`config.mk`:
```
export PLATFORM = sky130hd
export DESIGN_NAME = instruction_fetch
export DESIGN_NICKNAME = d
export VERILOG_FILES = /design/src/rtl/if_types.sv /design/src/rtl/if_id_reg.sv /design/src/rtl/instruction_fetch.sv
export SDC_FILE = /design/constraint.sdc
export NUM_CORES = 1
export LEC_CHECK = 0
export BUFFER_PORTS_ARGS = -buffer_cell sky130_fd_sc_hd__buf_2
export CORE_MARGIN = 1
export CORE_UTILIZATION = 49
export DETAILED_ROUTE_END_ITERATION = 7
export GPL_TIMING_DRIVEN = 1
export PLACE_DENSITY = 0.75
export SYNTH_ARGS = -nofsm -noshare
export SYNTH_HDL_FRONTEND = slang
export SYNTH_SLANG_ARGS = --single-unit
```
`constraint.sdc`:
```
create_clock -name clk -period 2.25 [get_ports clk]
set_clock_uncertainty 0.2 [all_clocks]
set_input_delay 0.675 -clock clk [delete_from_list [all_inputs] [get_ports clk]]
set_output_delay 0.675 -clock clk [all_outputs]
set_load 0.01 [all_outputs]
```
`src/rtl/if_types.sv`:
```
// if_types: shared fetch-stage FSM states and the canonical NOP encoding.
package if_types;
    typedef enum logic [1:0] {FETCH, HOLD, DISCARD} if_state_t;
    localparam logic [31:0] NOP_INSTR = 32'h00000013;
endpackage

```
`src/rtl/if_id_reg.sv`:
```
// if_id_reg: IF/ID pipeline register; flush inserts a NOP and keeps the last PC.
module if_id_reg
    import if_types::*;
(
    input  logic        clk,
    input  logic        rst,
    input  logic        load,
    input  logic        flush,
    input  logic [31:0] pc_in,
    input  logic [31:0] instr_in,
    output logic [31:0] PC_out,
    output logic [31:0] instruction_out,
    output logic        false_NOP
);
    always_ff @(posedge clk) begin
        if (rst) begin
            PC_out          <= '0;
            instruction_out <= NOP_INSTR;
            false_NOP       <= 1'b1;
        end else if (flush) begin
            instruction_out <= NOP_INSTR;
            false_NOP       <= 1'b1;
        end else if (load) begin
            PC_out          <= pc_in;
            instruction_out <= instr_in;
            false_NOP       <= 1'b0;
        end
    end
endmodule

```
`src/rtl/instruction_fetch.sv`:
```
// instruction_fetch: owns the PC, drives the I-cache, absorbs stalls and squashes wrong-path fetches.
module instruction_fetch
    import if_types::*;
#(
    parameter logic [31:0] RESET_PC = 32'h00000060
) (
    input  logic        clk,
    input  logic        rst,
    output logic        icache_read,
    output logic [31:0] icache_address,
    input  logic [31:0] icache_rdata,
    input  logic        icache_resp,
    input  logic        br_taken,
    input  logic [31:0] br_target,
    input  logic        MA_stall,
    input  logic        bubble,
    output logic [31:0] PC_out,
    output logic [31:0] instruction_out,
    output logic        false_NOP,
    output logic        IF_stall
);
    if_state_t   state, state_n;
    logic [31:0] pc, pc_n, req_addr, req_n, instr_buf, buf_n, id_instr;
    logic        load, flush;
    logic        adv, redirect;

    assign adv            = !MA_stall && !bubble;
    assign redirect       = br_taken && !MA_stall;
    assign icache_read    = state != HOLD;
    assign icache_address = (state == DISCARD) ? req_addr : pc;
    assign IF_stall       = (state == FETCH && !icache_resp) || state == DISCARD;

    always_comb begin
        state_n  = state;
        pc_n     = pc;
        req_n    = req_addr;
        buf_n    = instr_buf;
        load     = 1'b0;
        flush    = 1'b0;
        id_instr = icache_rdata;
        case (state)
            FETCH: begin
                if (redirect) begin
                    pc_n  = br_target;
                    flush = 1'b1;
                    if (!icache_resp) begin
                        req_n   = pc;
                        state_n = DISCARD;
                    end
                end else if (icache_resp && adv) begin
                    load = 1'b1;
                    pc_n = pc + 32'd4;
                end else if (icache_resp) begin
                    buf_n   = icache_rdata;
                    state_n = HOLD;
                end else begin
                    flush = adv;
                end
            end
            HOLD: begin
                if (redirect) begin
                    pc_n    = br_target;
                    flush   = 1'b1;
                    state_n = FETCH;
                end else if (adv) begin
                    load     = 1'b1;
                    id_instr = instr_buf;
                    pc_n     = pc + 32'd4;
                    state_n  = FETCH;
                end
            end
            DISCARD: begin
                // The in-flight response belongs to the old path; only the pc tracks new redirects.
                flush   = adv || redirect;
                pc_n    = redirect ? br_target : pc;
                state_n = icache_resp ? FETCH : DISCARD;
            end
            default: state_n = FETCH;
        endcase
    end

    always_ff @(posedge clk) begin
        if (rst) begin
            state     <= FETCH;
            pc        <= RESET_PC;
            req_addr  <= '0;
            instr_buf <= '0;
        end else begin
            state     <= state_n;
            pc        <= pc_n;
            req_addr  <= req_n;
            instr_buf <= buf_n;
        end
    end

    if_id_reg u_if_id (
        .clk             (clk),
        .rst             (rst),
        .load            (load),
        .flush           (flush),
        .pc_in           (pc),
        .instr_in        (id_instr),
        .PC_out          (PC_out),
        .instruction_out (instruction_out),
        .false_NOP       (false_NOP)
    );
endmodule
```
==> out/metrics.cfg, run 1 <==
[clocking]
tritoncts_clock_tree = built
cts_h_tree_depth = 4
cts_buffer_depth = 2
clkSlewWorstSetupHoldPaths_ns = 0.07
root_buffer = clkbuf_16
clkLatencyLatePin_ns = 0.43
cts_inserted_buffers = 17
cts_hold_buf = 0
cts.sink_count = 163

[synthesis]
synth_seq_cells = 163
post_synth_inst_count = 1024
synth_top_cell_area_share = 0.441
synthMostInstantiatedCell = nand2_1
ys_dominant_reg_cell = dfxtp_1
synth_enable_flop_cells = 0
mapped_area_um2 = 7400
synth_sequential_area_ratio = 0.441
post_synth.cell_area_avg_um2 = 7.23
synth_largest_area_cell = dfxtp_1
post_synth_num_cell_types = 54
synth.cells.most_frequent = nand2_1 (346), dfxtp_1 (163), a21oi_1 (120)
synth.yosys.warnings = 0
syn_nets = 1095
postSynth.asyncResetShare = 0
synth_top_cells_by_area = dfxtp_1 (44%), nand2_1 (18%), a21oi_1 (8.1%)

[die]
floorplan.io_pins = 169
die_w_um = 125
fp.dieH_um = 125
initial_utilization = 0.506
total_core_area_um2 = 14600
standard_cell_rows = 44
die_area_um2 = 15600

[timing]
unrepaired_setup_endpoints_after_global_routing = yes
post-route-period-util = 1.06
timing.final.setup_violations = 33
fin_setup_tns_ns = -2.55
max_clock_freq_mhz = 421
final_max_slew_viol_count = 0
worstMarginPinSlew_ns = 0.405
slew_headroom = 0.727
min_period_ns = 2.37
report.final.hold_viol_count = 0
postLayoutSetupSlackWorst_ns = -0.125

[cells_and_area]
layout_area_growth_over_synthesis_pct = 35.1
design.final.nets = 1283
drive_above_1_share = 0.296
n_antenna_cell = 0
fill_cells = 1230

[worst_setup_path]
criticalPathCategory = reg -> out
worst-r2r-cell-count = 8
worst-endpoint-arrival_ns = 1.50
crit_end = icache_address[5]
start_kind = flip-flop
endpoint_kind = output port
critical_path_required_time_ns = 1.37
critical_path_startpoint = state[0]
regToRegEndpoint = pc[20]
reg2reg_setup_slack_ns = 0.08
critical_path_peak_fanout = 8
r2r_start = pc[3]

[routing]
detail_route.wl_per_cell_um = 16.6
ant_nets = 0
dr_total_vias = 8043
finalWirelength_mm = 23.4
detailedRoute.firstPassIterationCount = 8
remaining_drc_errors = 14
drt-initial-drc-count = 786
drt-vias-per-instance = 5.71

[global_routing]
grt-ovfl-total = 0
number_of_antenna_violations_at_the_first_check_in_global_routing = 0
global_route.usage.total = 0.292
grt_first_pass_wirelength_mm = 36.7
first_global_vias = 7290
grt_start_max_net_pins = 54

[placed_design]
pre_cts_slack_ns = -0.112
portBuffers = 168
place_congestion = 0.907
placed_wire_length_estimate_mm = 14.6

[power]
power.density_cell_area_nw_per_um2 = 680
max-vdd-ir-drop_uv = 548
p_leak_nw = 4.14

[hold_path]
worstHoldPathType = reg -> reg

[run]
timing.max_cap.violations = 0

[run_status]
run_status = finished with violations
violations = design-rule violations, negative setup slack

## cells by family after synthesis
group / share of synthesized area
AO/OA/AOI/OAI: 0.199
adder cells (fa/ha/maj): 0.00169
buffers and inverters: 0.0549
flip-flops: 0.441
multiplexers: 0.00422
AND/OR/NAND/NOR: 0.299
## cells in the final DEF, fill, tap and decap left out, types with 6 or more instances in the layout
cell       count
a21o_1         6
nor3_1        11
buf_6         17
o22ai_1        6
buf_4         74
buf_2        155
buf_12        16
nand4_1        7
clkbuf_16     19
a21oi_1      120
nand2b_1       7
nand2_4        9
or3_1          6
nand2_1      302
nand2_2       35
a211oi_1       8
o21ai_0       23
dfxtp_1      161
nor2_1        56
nand3_1       55
a311oi_1      32
## worst max-delay path, stage by stage (launching register included)
cell	delay, ns
dfxtp_4	0.38
nand2b_4	0.22
clkbuf_16	0.22
nand2_2	0.05
nand2_1	0.07
buf_2	0.13
## registers in the layout, summed over array words and instances (netlist names)
signal,cells
state,2
instr_buf,32
u_if_id.instruction_out,32
req_addr,32
u_if_id.PC_out,32
pc,32
u_if_id.false_NOP,1
## stage by stage
step                 util  instance area (um^2)  cells  hold slack, ns  power (W)
detailed placement  0.615                  9010   1366           0.244    0.00397
finish              0.683                 10000   1409           0.251    0.00681
floorplan               -                  7440   1024           0.237    0.00358
global route        0.683                 10000   1409           0.264    0.00706
global placement    0.615                  9010   1366           0.240    0.00396
CTS                 0.669                  9800   1408           0.253    0.00678
## worst min path at each step
stage / slack [ns] / endpoint / depth (start not counted) / startpoint
after floorplan: 0.24 / instr_buf[10] / 2 / instr_buf[10]
after global placement: 0.24 / u_if_id.PC_out[8] / 2 / u_if_id.PC_out[8]
after detailed placement: 0.24 / u_if_id.PC_out[17] / 2 / u_if_id.PC_out[17]
after CTS: 0.25 / u_if_id.PC_out[17] / 2 / u_if_id.PC_out[17]
after global routing: 0.26 / u_if_id.PC_out[18] / 2 / u_if_id.PC_out[18]
final: 0.25 / u_if_id.PC_out[20] / 2 / u_if_id.PC_out[20]
## area by class of cell
class,count,area [um^2],share of cell area
Clock buffer,20,447,0.0446
Tap cell,184,230,0.0230
Clock inverter,12,120,0.0120
Multi-Input combinational cell,758,3970,0.397
Inverter,5,18.8,0.00188
Timing Repair Buffer,267,1950,0.195
Sequential cell,163,3270,0.327
## what timing repair did
item                                    in CTS  in global routing
endpoints found under the setup margin      34                 40
cloned                                       3                  2
pin swaps                                    6                 37
buffers inserted                             8                  3
resized for setup                           28                 60
## metal layers
metal	global-route usage	wire, um
met5	0	0
met4	0.113	654
met3	0.0599	1790
met2	0.486	11000
met1	0.374	9900
## power breakdown
group          internal, W  total, W  switching, W
Clock              0.00157   0.00281       0.00124
Sequential         0.00298   0.00307     0.0000828
Combinational     0.000395  0.000928      0.000533
No activity file was read; power rests on OpenSTA's default activity.
==> inputs of run 2 (changes only) <==
Settings changed: CORE_UTILIZATION 49 to 50, PLACE_DENSITY 0.75 to 0.76, SYNTH_HIERARCHICAL set to 1.
==> run 2 against run 1 <==
The run ends with negative setup slack left. Setup slack got worse by 0.083 ns. Combinational power rose by 11%. Area after synthesis up 5.9%. Die area is 3.7% higher. Final area is 7.4% higher. Non-clock buffer count grew 16.
==> out/metrics.cfg, run 2 <==
[cells_and_area]
postLayoutCellArea_um2 = 10800
most_frequent_cells_in_the_layout = nand2_1 (223), dfxtp_1 (159), buf_2 (153), buf_4 (90), a21oi_1 (87)
final_common_cell = nand2_1
post_layout_utilization_of_the_core = 0.705
design.final.nets = 1275
n_antenna_cell = 0
layout_area_growth_over_synthesis_pct = 37.1
drive_above_1_share = 0.334

[synthesis]
synth_largest_area_cell = dfxtp_1
synth_top_cell_area_share = 0.416
mapped_area_um2 = 7840
synth.yosys.warnings = 6
synth_enable_flop_cells = 0
post_synth.cell_area_avg_um2 = 7.98
synth_seq_cells = 163
synth_sequential_area_ratio = 0.416
synth_top_cells_by_area = dfxtp_1 (42%), nand2_1 (12%), a21oi_1 (5.6%)
post_synth_inst_count = 983
syn_nets = 1054
ys_dominant_reg_cell = dfxtp_1
synthMostInstantiatedCell = nand2_1
post_synth_num_cell_types = 58
postSynth.asyncResetShare = 0
synth.cells.most_frequent = nand2_1 (256), dfxtp_1 (163), a21oi_1 (87)

[placed_design]
placed_cell_area_um2 = 9520
portBuffers = 168
place_congestion = 0.963
placed_wire_length_estimate_mm = 16.1

[global_routing]
number_of_antenna_violations_at_the_first_check_in_global_routing = 0
global_route.usage.total = 0.304
grt_first_pass_wirelength_mm = 38.3
grt-ovfl-total = 0
grt_start_max_net_pins = 39
first_global_vias = 7355

[routing]
drt-initial-drc-count = 1009
drt-vias-per-instance = 5.64
highest-signal-layer = met4
finalWirelength_mm = 25.0
ant_nets = 0
remaining_drc_errors = 0
detail_route.wl_per_cell_um = 17.5
detailedRoute.firstPassIterationCount = 6
dr_total_vias = 8055
met3RoutedLength_mm = 2.49
wl_met1_mm = 10.5
detailroute.wirelength.met2_mm = 11.2

[worst_setup_path]
start_kind = flip-flop
critPathBufInv = 4
r2r_start = pc[10]
worst_path_most_repeated_cell = buf_12
critical_path_required_time_ns = 1.37
critical_path_peak_fanout = 6
worst-endpoint-arrival_ns = 1.58
endpoint_kind = output port
worst-r2r-cell-count = 5
regToRegEndpoint = pc[19]
path_depth = 7
criticalPathCategory = reg -> out
critical_path.cell_chain = nor2b_4 > buf_12 > buf_8 > buf_12 > nand2_1 > o21ai_1 > buf_2
reg2reg_setup_slack_ns = 0.03
max_stage_delay_ns = 0.36
crit_slowest_cell = dfxtp_4
critPathTopFamily = buffers and inverters

[timing]
timing.final.setup_violations = 32
worst_hold_slack_ns = 0.251
worstMarginPinSlew_ns = 0.477
unrepaired_setup_endpoints_after_global_routing = yes
final_max_slew_viol_count = 0
max_clock_freq_mhz = 407
min_period_ns = 2.46
postLayoutSetupSlackWorst_ns = -0.207
post-route-period-util = 1.09
slew_headroom = 0.679
report.final.hold_viol_count = 0

[die]
die_w_um = 127
initial_utilization = 0.514
total_core_area_um2 = 15300
standard_cell_rows = 45
floorplan.io_pins = 169
fp.dieH_um = 127
die_area_um2 = 16200

[run_status]
run_status = finished with violations
violations = negative setup slack

[clocking]
cts.sink_count = 163
cts_buffer_depth = 2
clkLatencyLatePin_ns = 0.43
root_buffer = clkbuf_16
clkSlewWorstSetupHoldPaths_ns = 0.07
tritoncts_clock_tree = built
cts_hold_buf = 0
cts_inserted_buffers = 17
cts_h_tree_depth = 4

[run]
timing.max_cap.violations = 0

[power]
power.density_cell_area_nw_per_um2 = 654
max-vdd-ir-drop_uv = 887
totalPowerFinal_w = 0.00703
p_leak_nw = 4.57

[hold_path]
whs_path_depth = 2
worstHoldPathType = reg -> reg
hold_path.startpoint = instr_buf[0]
timing.hold.worst_endpoint = instr_buf[0]

[run 2: cell count changes in the layout (fill, tap and decap cells not counted), moves of 32 or more]
cell	delta
nand2_1	-79
mux2i_1	+38
nand3_1	-35
a21oi_1	-33
o21ai_1	+33
nand4bb_1	+32
[run 2: kinds of logic after synthesis]
group                    synth area share
AO/OA/AOI/OAI                       0.139
adder cells (fa/ha/maj)           0.00160
buffers and inverters              0.0512
flip-flops                          0.416
multiplexers                       0.0970
AND/OR/NAND/NOR                     0.295
[run 2: report_power, final]
part | internal [W] | total [W] | switching [W]
Clock | 0.00167 | 0.00294 | 0.00127
Combinational | 0.000478 | 0.00103 | 0.000549
Sequential | 0.00298 | 0.00306 | 0.0000851
[run 2: worst max-delay path by stage]
stage / from / slack, ns / to
after floorplan: state[0] / -0.05 / icache_address[22]
final: state[0] / -0.21 / icache_address[12]
after detailed placement: bubble / -0.06 / pc[7]
after global routing: state[1] / -0.28 / icache_address[12]
after CTS: state[1] / -0.19 / icache_address[26]
after global placement: br_taken / -0.06 / pc[8]
[run 2: layout make-up]
cell class / instances / area (um^2)
clock inverter: 15 / 170
sequential: 163 / 3270
inverter: 6 / 22.5
timing repair buffer: 283 / 2140
clock buffer: 17 / 425
tap: 211 / 264
multi-input combinational: 733 / 4450
fill: 1185 / 4510
[run 2: tightest hold or removal path, cell delays in order (launching register included)]
cell and delay (ns):
dfxtp_1 0.31, nand2_1 0.05, a21oi_1 0.05
[run 2: per-layer routing]
metal | up-vias | GRT usage
met5 | - | 0
met4 | 0 | 0.127
met3 | 67 | 0.0804
met2 | 410 | 0.459
met1 | 3738 | 0.412
li1 | 3840 | -
[run 2: per-stage QoR]
stage	setup slack, ns	TNS [ns]	std cells
floorplan	-0.0450	-0.899	983
global placement	-0.0556	-0.951	1378
detailed placement	-0.0650	-0.711	1378
CTS	-0.192	-5.61	1424
global route	-0.276	-7.46	1428
finish	-0.207	-4.97	1428
[run 2: what timing repair did]
item,in CTS,in global routing
resized for setup,63,35
buffers inserted,10,4
pin swaps,29,15
gates cloned,5,2
endpoints found under the setup margin,33,41
==> inputs of run 3 (changes only) <==
Settings changed: BUFFER_PORTS_ARGS -buffer_cell sky130_fd_sc_hd__buf_2 to -buffer_cell sky130_fd_sc_hd__buf_4.
==> run 3 against run 2 <==
The flow still finishes with violations (negative setup slack). Die area did not move. Maximum frequency is 1.1% higher. Flip-flop and latch count unchanged. Non-clock buffer count grew 1. First-iteration DRC count is 1.9% higher. Global-route usage grew 1.1 points. Worst hold slack improved by 0.0025 ns. Critical path type unchanged. Largest cell class unchanged.
==> out/metrics.cfg, run 3 (synthesis results as in run 2) <==
[run_status]
run_status = finished with violations
violations = negative setup slack

[clocking]
clkSlewWorstSetupHoldPaths_ns = 0.07
cts_hold_buf = 0
root_buffer = clkbuf_16
tritoncts_clock_tree = built
cts_inserted_buffers = 17
clkLatencyLatePin_ns = 0.43
cts_buffer_depth = 2
cts_h_tree_depth = 4
cts.sink_count = 163

[die]
fp.dieH_um = 127
die_w_um = 127
standard_cell_rows = 45
floorplan.io_pins = 169
die_area_um2 = 16200
total_core_area_um2 = 15300
initial_utilization = 0.514

[worst_setup_path]
critPathTopFamily = buffers and inverters
start_kind = flip-flop
critical_path.cell_chain = nor2b_4 > buf_6 > buf_12 > buf_16 > nand2_1 > nand2_1 > buf_6
critPathBufInv = 4
critical_path_peak_fanout = 6
max_stage_delay_ns = 0.35
endpoint_kind = output port
crit_slowest_cell = dfxtp_4
criticalPathCategory = reg -> out
critical_path_required_time_ns = 1.37
worst-endpoint-arrival_ns = 1.56

[placed_design]
placed_wire_length_estimate_mm = 16.4
pre_cts_slack_ns = -0.0500
place_congestion = 0.934
portBuffers = 168

[power]
intPower_w = 0.00531
totalPowerFinal_w = 0.00726
pwr-share-comb = 0.156
p_sw_w = 0.00195
clkPwrFrac = 0.421
p_leak_nw = 4.84
power.share.sequential = 0.422
max-vdd-ir-drop_uv = 667
power.density_cell_area_nw_per_um2 = 636
p_sw_frac = 0.269

[timing]
postLayoutSetupSlackWorst_ns = -0.180
report.final.hold_viol_count = 0
max_clock_freq_mhz = 411
final_max_slew_viol_count = 0
slew_headroom = 0.676
worstMarginPinSlew_ns = 0.485
unrepaired_setup_endpoints_after_global_routing = yes
post-route-period-util = 1.08
min_period_ns = 2.43
timing.final.setup_violations = 32

[global_routing]
grt-ovfl-total = 0
grt_start_max_net_pins = 64
grt_first_pass_wirelength_mm = 40.1
first_global_vias = 7577
global_route.usage.total = 0.315
number_of_antenna_violations_at_the_first_check_in_global_routing = 0

[cells_and_area]
drive_above_1_share = 0.370
layout_area_growth_over_synthesis_pct = 45.6
n_antenna_cell = 0
design.final.nets = 1276
final_common_cell = buf_4
most_frequent_cells_in_the_layout = buf_4 (224), nand2_1 (183), dfxtp_1 (158), a21oi_1 (87), nor2_1 (59)
fill_cells = 1072

[routing]
dr_total_vias = 8337
finalWirelength_mm = 26.8
drt-initial-drc-count = 1028
drt-vias-per-instance = 5.83
detailedRoute.firstPassIterationCount = 7
ant_nets = 0
remaining_drc_errors = 0
detail_route.wl_per_cell_um = 18.8

[hold_path]
worstHoldPathType = reg -> reg

[run]
timing.max_cap.violations = 0

==> run 3: routing by layer <==
metal	global-route usage	routed length [um]	vias up
met4	0.113	1080	0
met2	0.487	12200	486
met1	0.436	11100	3908
met3	0.0653	2410	106
met5	0	0	-
li1	-	-	3837
==> run 3: final timing paths <==
kind / startpoint / endpoint / slack (ns) / depth (start not counted)
worst max-delay path: state[1] / icache_address[4] / -0.18 / 7
worst min-delay path: instr_buf[29] / instr_buf[29] / 0.25 / 2
worst min register to register: instr_buf[29] / instr_buf[29] / 0.25 / 2
worst max register to register: pc[2] / pc[22] / 0.02 / 7
==> run 3: tightest hold or removal path, cell delays in order, from the launching register on <==
cell and delay [ns]:
dfxtp_1 0.31, nand2_1 0.05, a21oi_1 0.05
==> run 3: area by class of cell <==
cell class                 instances  area, um^2  share of cell area
clock inverter                    15         193              0.0169
timing repair buffer             284        2600               0.228
multi-input combinational        733        4640               0.406
sequential                       163        3270               0.287
clock buffer                      17         425              0.0373
inverter                           6        22.5             0.00197
tap                              211         264              0.0231
==> run 3: power by group through the flow <==
stage	Sequential, W	Clock [W]	Combinational, W
after floorplan	0.00311	0	0.000492
after global placement	0.00312	0	0.000965
after detailed placement	0.00312	0	0.000977
after CTS	0.00305	0.00307	0.00107
after global routing	0.00307	0.00319	0.00120
final	0.00307	0.00306	0.00113
==> run 3: repair_timing <==
action                     CTS  global route
cloned                       5             3
setup endpoints to repair   33            49
pin swaps                   16            40
setup buffers               14             1
resized for setup           84            94
==> run 3: per-stage QoR <==
stage	setup TNS [ns]	instance area, um^2	hold WS [ns]	std cells	util
finish	-4.19	11400	0.254	1429	0.748
floorplan	-0.899	7850	0.234	983	-
global placement	-0.0619	9970	0.239	1377	0.654
detailed placement	-0.184	9970	0.244	1377	0.654
CTS	-3.76	11100	0.247	1428	0.728
global route	-5.17	11400	0.267	1429	0.748
